## config.mk

```make
export PLATFORM = sky130hd
export DESIGN_NAME = sr_window_ctrl
export DESIGN_NICKNAME = d
export VERILOG_FILES = /design/src/rtl/cnn_ctrl_pkg.sv /design/src/rtl/sr_pos_counter.sv /design/src/rtl/sr_window_ctrl.sv
export SDC_FILE = /design/constraint.sdc
export NUM_CORES = 1
export LEC_CHECK = 0
export ABC_AREA = 1
export ABC_CLOCK_PERIOD_IN_PS = 4500
export CAP_MARGIN = 20
export CELL_PAD_IN_SITES_DETAIL_PLACEMENT = 0
export CELL_PAD_IN_SITES_GLOBAL_PLACEMENT = 1
export CORE_MARGIN = 3
export CORE_UTILIZATION = 35
export CTS_CLUSTER_SIZE = 8
export DETAILED_ROUTE_END_ITERATION = 6
export PLACE_DENSITY_LB_ADDON = 0.1
export REMOVE_ABC_BUFFERS = 1
export SYNTH_ARGS = -nofsm -noshare
export SYNTH_HDL_FRONTEND = slang
export SYNTH_HIERARCHICAL = 1
export SYNTH_SLANG_ARGS = --single-unit
export TNS_END_PERCENT = 30
```

## constraint.sdc

```tcl
create_clock -name clock -period 4.5 [get_ports clock]
set_clock_uncertainty 0.2 [all_clocks]
set_input_delay 0.675 -clock clock [delete_from_list [all_inputs] [get_ports clock]]
set_output_delay 0.675 -clock clock [all_outputs]
set_load 0.02 [all_outputs]
```

## src/rtl/cnn_ctrl_pkg.sv

```systemverilog
// Shared definitions for the CNN window sequencers: controller state encoding,
// default geometry and the counter-width helper.
package cnn_ctrl_pkg;

  typedef enum logic [1:0] {
    IDLE,
    FILL,
    RUN,
    DRAIN
  } ctrl_state_e;

  localparam int unsigned DEF_DATA_WIDTH = 8;
  localparam int unsigned DEF_KERNEL     = 3;
  localparam int unsigned DEF_COLS       = 8;
  localparam int unsigned DEF_ROWS       = 8;
  localparam int unsigned DEF_STRIDE     = 1;

  // clog2 with a floor of one bit so that degenerate sizes still get a port
  function automatic int unsigned cnt_w(input int unsigned n);
    return (n > 1) ? $clog2(n) : 1;
  endfunction

endpackage

```

## src/rtl/sr_pos_counter.sv

```systemverilog
// Raster column/row position counter with exact wrap at COLS-1 / ROWS-1
// and last-column / last-row flags.
module sr_pos_counter
  import cnn_ctrl_pkg::*;
#(
  parameter int unsigned COLS = DEF_COLS,
  parameter int unsigned ROWS = DEF_ROWS,
  localparam int unsigned COL_W = cnt_w(COLS),
  localparam int unsigned ROW_W = cnt_w(ROWS)
) (
  input  logic             clock,
  input  logic             reset,
  input  logic             clear,
  input  logic             advance,
  output logic [COL_W-1:0] col,
  output logic [ROW_W-1:0] row,
  output logic             col_last,
  output logic             row_last
);

  logic [COL_W-1:0] col_q, col_d;
  logic [ROW_W-1:0] row_q, row_d;

  assign col      = col_q;
  assign row      = row_q;
  assign col_last = (col_q == COL_W'(COLS - 1));
  assign row_last = (row_q == ROW_W'(ROWS - 1));

  always_comb begin
    col_d = col_q;
    row_d = row_q;
    if (clear) begin
      col_d = '0;
      row_d = '0;
    end else if (advance) begin
      if (col_last) begin
        col_d = '0;
        row_d = row_last ? '0 : row_q + 1'b1;
      end else begin
        col_d = col_q + 1'b1;
      end
    end
  end

  always_ff @(posedge clock or posedge reset) begin
    if (reset) begin
      col_q <= '0;
      row_q <= '0;
    end else begin
      col_q <= col_d;
      row_q <= row_d;
    end
  end

endmodule

```

## src/rtl/sr_window_ctrl.sv

```systemverilog
// Sequencer for a KERNEL-deep parallel-out shift-register window fed by a raster stream.
// Optional column stride between emitted windows: define SR_CTRL_STRIDE_EN.
module sr_window_ctrl
  import cnn_ctrl_pkg::*;
#(
  parameter int unsigned DATA_WIDTH = DEF_DATA_WIDTH,
  parameter int unsigned KERNEL     = DEF_KERNEL,
  parameter int unsigned COLS       = DEF_COLS,
  parameter int unsigned ROWS       = DEF_ROWS,
  parameter int unsigned STRIDE     = DEF_STRIDE,
  localparam int unsigned COL_W = cnt_w(COLS),
  localparam int unsigned ROW_W = cnt_w(ROWS)
) (
  input  logic                  clock,
  input  logic                  reset,
  input  logic                  start,
  input  logic                  in_valid,
  input  logic [DATA_WIDTH-1:0] in_data,
  output logic                  in_ready,
  output logic                  sr_shift_en,
  output logic [DATA_WIDTH-1:0] sr_shift_in,
  output logic                  win_valid,
  input  logic                  win_ready,
  output logic [COL_W-1:0]      win_col,
  output logic [ROW_W-1:0]      win_row,
  output logic                  busy,
  output logic                  done
);

`ifdef SR_CTRL_STRIDE_EN
  localparam int unsigned STRIDE_EFF = (STRIDE < 1) ? 1 : STRIDE;
`else
  // STRIDE has no effect in this build; every RUN pixel emits
  localparam int unsigned STRIDE_EFF = STRIDE * 0 + 1;
`endif
  localparam int unsigned STR_W = cnt_w(STRIDE_EFF);
  localparam logic [COL_W-1:0] KM1 = COL_W'(KERNEL - 1);
  localparam logic [COL_W-1:0] KM2 = COL_W'(KERNEL - 2);

  ctrl_state_e      state_q, state_d;
  logic             win_valid_q, win_valid_d;
  logic [COL_W-1:0] win_col_q, win_col_d;
  logic [ROW_W-1:0] win_row_q, win_row_d;
  logic             busy_q, busy_d;
  logic             done_q, done_d;
  logic [STR_W-1:0] stride_q, stride_d, stride_cur;

  logic [COL_W-1:0] col;
  logic [ROW_W-1:0] row;
  logic             col_last, row_last;
  logic             accept, win_hs, emit;

  sr_pos_counter #(
    .COLS (COLS),
    .ROWS (ROWS)
  ) u_pos (
    .clock    (clock),
    .reset    (reset),
    .clear    (state_q == IDLE),
    .advance  (accept),
    .col      (col),
    .row      (row),
    .col_last (col_last),
    .row_last (row_last)
  );

  // Stall only while a window is held and not being consumed this cycle
  assign in_ready    = ((state_q == FILL) || (state_q == RUN)) && !(win_valid_q && !win_ready);
  assign accept      = in_valid && in_ready;
  assign win_hs      = win_valid_q && win_ready;
  assign sr_shift_en = accept;
  assign sr_shift_in = in_data;

  assign win_valid = win_valid_q;
  assign win_col   = win_col_q;
  assign win_row   = win_row_q;
  assign busy      = busy_q;
  assign done      = done_q;

  // First window of each row restarts the stride phase at zero
  always_comb begin
    stride_cur = (col == KM1) ? '0 : stride_q;
    emit       = (stride_cur == '0);
    stride_d   = stride_q;
    if (state_q == IDLE) begin
      stride_d = '0;
    end else if ((state_q == RUN) && accept) begin
      stride_d = (stride_cur == STR_W'(STRIDE_EFF - 1)) ? '0 : stride_cur + 1'b1;
    end
  end

  always_comb begin
    state_d     = state_q;
    win_valid_d = win_hs ? 1'b0 : win_valid_q;
    win_col_d   = win_col_q;
    win_row_d   = win_row_q;
    busy_d      = busy_q;
    done_d      = 1'b0;
    case (state_q)
      IDLE: begin
        if (start) begin
          state_d = FILL;
          busy_d  = 1'b1;
        end
      end
      FILL: begin
        if (accept && (col == KM2)) state_d = RUN;
      end
      RUN: begin
        if (accept) begin
          win_valid_d = emit;
          if (emit) begin
            win_col_d = col - KM1;
            win_row_d = row;
          end
          if (col_last) state_d = row_last ? DRAIN : FILL;
        end
      end
      DRAIN: begin
        if (!win_valid_q || win_ready) begin
          state_d = IDLE;
          busy_d  = 1'b0;
          done_d  = 1'b1;
        end
      end
      default: state_d = IDLE;
    endcase
  end

  always_ff @(posedge clock or posedge reset) begin
    if (reset) begin
      state_q     <= IDLE;
      win_valid_q <= 1'b0;
      win_col_q   <= '0;
      win_row_q   <= '0;
      busy_q      <= 1'b0;
      done_q      <= 1'b0;
      stride_q    <= '0;
    end else begin
      state_q     <= state_d;
      win_valid_q <= win_valid_d;
      win_col_q   <= win_col_d;
      win_row_q   <= win_row_d;
      busy_q      <= busy_d;
      done_q      <= done_d;
      stride_q    <= stride_d;
    end
  end

endmodule
```

==> results.txt, run 1 <==
* Outcome: finished clean
* Remaining antenna violation count after routing: 0
- Number of top-level pins: 32
- The worst-case IR drop observed on VDD is between 0.2 and 0.3 mV.
- Yosys warning count: 6
- Data arrival at the endpoint of the critical path: roughly 2.2 ns
- Core utilization of the finished layout: 0.434
- Detailed placer's ending HPWL: 1.47 mm
- Post-Route WL: around 1.9 mm
* DRC viols: 0
- Startpoint of the most critical register-to-register path: state_q[1]
* Via density per instance: a little under 5
- Max Freq: 0.321 GHz
- The analysis attributes to net switching a power of 275 uW.
- Post-Route Hold Slack: 0.285 ns
- dfrtp_1 takes more of the synthesized area than any other cell.
- Leakage power: 0.614 nW
- Avg WL per Cell: around 13 um
- Power share of the clock group: 0.131
- Measured against its own limit, the worst slew margin works out to 0.696.
- Top post-synthesis cells by count: nand2_1, dfrtp_1, inv_1
* Root Driver: clkbuf_4
* Count of vias placed by the detailed router: 740
- For this run, the leading register cell type out of synthesis is dfrtp_1.
* Max Cap Violations: 0
- TritonCTS created 3 clock buffers.
* Critical setup path kind: primary input to output port
- Transition at the pin with the smallest max-transition slack: 0.455 ns
- The die is between 50 and 60 um tall.
- R2R depth: 7
- Number of nets at the end of the flow: 144
* Fraction of post-synthesis cell area in the top cell type by area: 0.433
* Number of pins with negative max-slew slack in the final report: 0
- Fraction of registers with async set or reset after synthesis: 1.00
- Setup violations remaining at the end of the flow were counted as 0.
- The initial antenna violation count was 0.
* CP Data Required Time: 3.62 ns
- Power density of the placed cells: about 570 nW/um^2
* Post-placement setup slack: 1.39 ns
* Period utilisation layout: 0.692
* Die Area: 3480 um^2
- The first TritonRoute pass finished after 4 iterations.
- The detailed router finished its first iteration with 16 violations.
- The worst setup path is captured at an output port.
- The initialized floorplan defines 18 standard-cell rows.
- Entering global routing, the biggest net connects 15 pins.
- Register-to-Register Setup Slack: 2.73 ns
- For this run, the total global-route usage over all layers was measured as 0.128.
- Final standard cell area without fillers: 1110 um^2
* Most area-consuming cells after synthesis: dfrtp_1, nand2_1, ha_1
- Sum of negative setup slack: 0 ns
- Seq/Total Area, Yosys: 0.433
- Postcts setup bufs: 0
* Total of flip-flops plus latches after synthesis: 17
- Worst-skew pair later-pin latency: 0.29 ns
* CP Max Fanout: 14
- CTS tree: built
* Layout-stage area growth over the synthesis result: 13.4%
- Setup repair after global routing left no endpoint under its margin.
* Share of cells above drive strength 1: 0.115
- Hold buffer count at cts: 0
- Path type of the worst min-delay path: register to register
- Global placer's final weighted congestion: 0.758
* First-pass GRT wire length: 3.33 mm
- After clock tree synthesis, the clock-pin slew on the worst setup and hold paths is 0.10 ns.
- Fill cell total of the finished layout: 287
- Startpoint kind of the worst setup timing path: primary input
- Gr ovfl total: 0
* Count of instances resized after the clock tree is built: 0
- Fin crit period: 3.11 ns
* Switching part of the total: 0.431
- Flop pwr share: 0.344
* Reg-to-reg critical path endpoint: win_col[1]
- For this design, the sink count on the clock tree is 17.
* Netlist area before placement: 983 um^2
- Overall die width: 59.0 um
- Counting along the longest clock path gives a buffer depth of 2.
- Across all setup checks in the final design, the least slack found is between 1 and 1.5 ns.
- The path with the worst hold slack has its endpoint at win_row[1].
* Hold_sp: win_row[1]
* Number of antenna repair diodes: 0
- Cell area after placement: 1090 um^2
* Distinct cells, synth: 21
- Mapped Cells: around 110
* H-Tree Level Count: 1
- The count of buffers added on input and output ports is 15.
* Avg Cell Area, Syn: roughly 8.7 um^2
* Initial cell density of the core: 0.383
* Combinational cell fraction of total power: 0.525
- Vias in the first global route: 742
* Core area: 2570 um^2
- Number of synthesized flops with an enable pin: 0
* Count leader, synth: nand2_1
* Internal Dissipation: 362 uW
- Cell depth of the worst hold path: 2
- Number of hold-slack violations in the final timing report: 0
## cells by family after synthesis
family | synth area share
fa+ha+maj | 0.102
compound gates | 0.0458
simple gates | 0.277
flops | 0.433
xor+xnor | 0.00891
buf+inv | 0.134
## worst max path at each step
stage	to	depth (start not counted)	from	slack, ns
CTS	sr_shift_en	6	win_ready	1.38
global placement	sr_shift_en	6	win_ready	1.40
finish	sr_shift_en	6	win_ready	1.39
detailed placement	sr_shift_en	6	win_ready	1.39
global route	sr_shift_en	6	win_ready	1.26
floorplan	in_ready	4	win_ready	2.50
## flip-flops by register name (all words and copies together) (netlist names)
name and cells:
win_row 3, state_q 2, u_pos/col 3, u_pos/row 3
win_col 3, win_valid 1, done 1, busy 1
## power groups by stage
stage / Combinational, mW / Sequential [mW] / Clock [mW]
after floorplan: 0.200 / 0.244 / 0
after global placement: 0.336 / 0.221 / 0
after detailed placement: 0.337 / 0.222 / 0
after CTS: 0.338 / 0.220 / 0.0877
after global routing: 0.382 / 0.225 / 0.0942
final: 0.334 / 0.219 / 0.0833
## stage by stage
step | power (mW) | std cells
2_1_floorplan | 0.444 | 103
3_3_place_gp | 0.557 | 148
3_5_place_dp | 0.559 | 148
4_1_cts | 0.646 | 152
5_1_grt | 0.702 | 152
6_report | 0.637 | 152
## worst max-delay path: stages
cell and delay (ns):
clkdlybuf4s50_1 0.45, inv_1 0.04, nand2_2 0.08, nand3_2 0.09, inv_2 0.23, clkdlybuf4s50_1 0.66
## layer usage
metal	vias up	GRT usage	share of wire
met5	-	0	0
met4	0	0.0388	0.0093
met3	2	0.0654	0.077
met2	32	0.188	0.43
met1	336	0.165	0.48
li1	370	-	-
## cells in the final DEF, fill, tap and decap left out
cell type        instances
nand3_2                  2
xor2_1                   1
dfrtp_1                 17
nand2_4                  1
nand3_1                  8
inv_1                   11
nand2_1                 30
or2_2                    1
ha_1                     8
o21ai_1                  2
inv_2                    2
clkdlybuf4s50_1         15
o22a_2                   1
clkbuf_4                 3
or2_0                    1
nor2_1                   7
a21oi_2                  1
o21ai_0                  1
nand2_2                  2
clkbuf_1                 1
nand4_1                  6
o21bai_2                 1
## final cells by class
type                    instances  area (um^2)  share of cell area
multi-input cells              73          427               0.383
flip-flops and latches         17          425               0.382
repair buffers                 15          150               0.135
inverters                      13         48.8              0.0438
well taps                      30         37.5              0.0337
clock buffers                   4         26.3              0.0236
No activity file was read; power rests on OpenSTA's default activity.
==> inputs of run 2 (changes only) <==
--- a/config.mk
+++ b/config.mk
@@ -6,12 +6,12 @@
 export NUM_CORES = 1
 export LEC_CHECK = 0
 export ABC_AREA = 1
-export ABC_CLOCK_PERIOD_IN_PS = 4500
+export ABC_CLOCK_PERIOD_IN_PS = 2800
 export CAP_MARGIN = 20
 export CELL_PAD_IN_SITES_DETAIL_PLACEMENT = 0
 export CELL_PAD_IN_SITES_GLOBAL_PLACEMENT = 1
 export CORE_MARGIN = 3
-export CORE_UTILIZATION = 35
+export CORE_UTILIZATION = 29
 export CTS_CLUSTER_SIZE = 8
 export DETAILED_ROUTE_END_ITERATION = 6
 export PLACE_DENSITY_LB_ADDON = 0.1
==> constraint.sdc (replaced) <==
create_clock -name clock -period 2.8 [get_ports clock]
set_clock_uncertainty 0.2 [all_clocks]
set_input_delay 0.42 -clock clock [delete_from_list [all_inputs] [get_ports clock]]
set_output_delay 0.42 -clock clock [all_outputs]
set_load 0.02 [all_outputs]
==> results.txt, run 2 (same netlist as run 1, synthesis figures left out) <==
* Outcome: finished clean
* Max Cap Violations: 0
- Count of port buffers added during placement: 15
- Row Count: 20
- Fin crit period: 2.62 ns
- The first TritonRoute pass finished after 3 iterations.
- Leading cell type in the layout, fill and taps excluded: nand2_1
* Period utilisation layout: 0.937
- In this run, post-CTS hold repair placed 0 buffers.
- In this run the worst hold path is classified as primary input to asynchronous set/reset pin.
- Violation count after the first detailed-routing iteration: 28
* Critical setup path kind: register to output port
- Based on the critical path, the design can be clocked at up to 0.381 GHz.
- Worst-case clock buffer depth: 2
- CP Data Required Time: around 2.2 ns
* Maximum ir drop on the vdd rail: 0.233 mV
- Once the clock tree was built, the resizer swapped 0 gates to a different size.
- DRC viols: 0
- At the later pin of the worst-skew pair, clock insertion delay measures 0.30 ns.
- After detailed routing, the average wire length per cell comes to 12.0 um.
- The design draws 1.04 mW.
* Startpoint kind of the worst setup timing path: register
* Initial cell density of the core: 0.312
- Global placer's final weighted congestion: 0.771
- Setup repair after global routing left no endpoint under its margin.
- Number of antenna violations at the first check in global routing: 0
- Met1 track demand over resource in global routing: 0.143
- Number of top-level pins: 32
- Count of vias placed by the detailed router: 736
- The finished cells cover about 1100 um^2.
- Rel. slew slack: 0.692
* Number of nets at the end of the flow: 145
- In this run the remaining antenna-violating nets after routing total 0.
- Final standard cell count with taps included and fillers excluded: 167
- Detailed placer's ending HPWL: roughly 1.5 mm
* FF/Latch Area: 425 um^2
- After detailed placement, the total cell area comes to between 1000 and 1500 um^2.
- Leakage power: between 0.6 and 0.7 nW
- Overall die width: approximately 64 um
* Die Area: just over 4000 um^2
* Transition at the pin with the smallest max-transition slack: 0.461 ns
* Layout-stage area growth over the synthesis result: 16.0%
- Dividing total power by cell area gives a power density of between 900 and 1000 nW/um^2.
- Largest net degree at the start of global routing: 13
- Counting the buffers created by CTS gives 3.
- The final hold violation count came to 0.
* CP Max Fanout: 6
- Critical-path top delay cell: clkdlybuf4s50_1
- CTS built an H-tree with a depth of 1.
- In this run the clock root is driven by a clkbuf_4.
* Gr ovfl total: 0
- Number of antenna repair diodes: 0
- In the final layout, the multi-input gates occupy about 430 um^2.
- Clock-pin slew was measured on the worst setup and hold paths at 0.11 ns.
- Commonest cells after routing, fill and taps aside: nand2_1, dfrtp_1, clkdlybuf4s50_1
- For this run, global-route usage on met3 was measured as 0.0457.
- Chain of cells forming the critical path: inv_1 > ha_1 > nand3_2 > inv_2 > clkdlybuf4s50_1
- Sinks on Clock Net: 17
* Kind of capture point of the worst setup path: output port
- Combined global-route utilization of all metal layers: 0.110
- TritonCTS built the clock tree.
* Most Used Layer, Global Route: met2
- Via density per instance: between 4 and 5
* Largest stage delay on the critical path: 0.60 ns
- The filler cells instantiated in the layout total 350.
- The total area inside the core boundary comes to 3150 um^2.
- Number of pins with negative max-slew slack in the final report: 0
- Vias in the first global route: 725
* Sum of negative setup slack: 0 ns
* Post-Route WL: 2.00 mm
- Data on the critical path arrives at its endpoint at 2.00 ns.
* Total of endpoints with negative setup slack in the final report: 0
- Postcts setup bufs: 0
* Floorplan die height: approximately 64 um
- Once placement completed, the tool counted placed cells totaling 163.
* First-pass GRT wire length: ~3.5 mm
- Share of cells above drive strength 1: 0.130
* Met2 layer usage reported by global route: 0.155
## run 2: per-stage QoR
stage / hold slack [ns] / setup WS (ns) / util
6_report: 0.152 / 0.176 / 0.362
5_1_grt: 0.151 / 0.0269 / 0.362
4_1_cts: 0.148 / 0.151 / 0.362
3_5_place_dp: 0.258 / 0.385 / 0.353
3_3_place_gp: 0.255 / 0.381 / 0.353
2_1_floorplan: 0.0110 / 1.08 / -
## run 2: layout make-up
| class | instances | area share |
|---|---|---|
| clock buffer | 3 | 0.0197 |
| clock inverter | 1 | 0.00439 |
| tap | 44 | 0.0482 |
| inverter | 13 | 0.0428 |
| sequential | 17 | 0.373 |
| multi-input combinational | 73 | 0.374 |
| timing repair buffer | 16 | 0.138 |
## run 2: per-layer routing
metal,wire length [um],up-vias,share of wire
met5,0,-,0
met4,46,0,0.023
met3,132,5,0.066
met2,783,29,0.39
met1,1040,329,0.52
li1,-,373,-
## run 2: path summary, 6_finish.rpt
kind	slack (ns)	from	endpoint	depth (start not counted)
max	0.18	state_q[1]	sr_shift_en	5
min	0.15	reset	u_pos/col[1]	2
max reg2reg	0.97	state_q[1]	win_col[1]	8
min reg2reg	0.28	win_col[0]	win_col[0]	2
max in group asynchronous	1.84	reset	state_q[1]	2
min in group clock	0.28	win_col[0]	win_col[0]	2
## run 2: report_power, final
group	internal, mW	switching [mW]	total [mW]
combinational	0.232	0.318	0.550
sequential	0.304	0.0481	0.352
clock	0.0533	0.0866	0.140
## run 2: critical path: cells and delay by family (launching register included)
kind / cells / cell delay (ns)
buffers and inverters: 3 / 0.78
DFF: 1 / 0.47
adders and majority gates: 1 / 0.34
and+or+nand+nor: 1 / 0.11
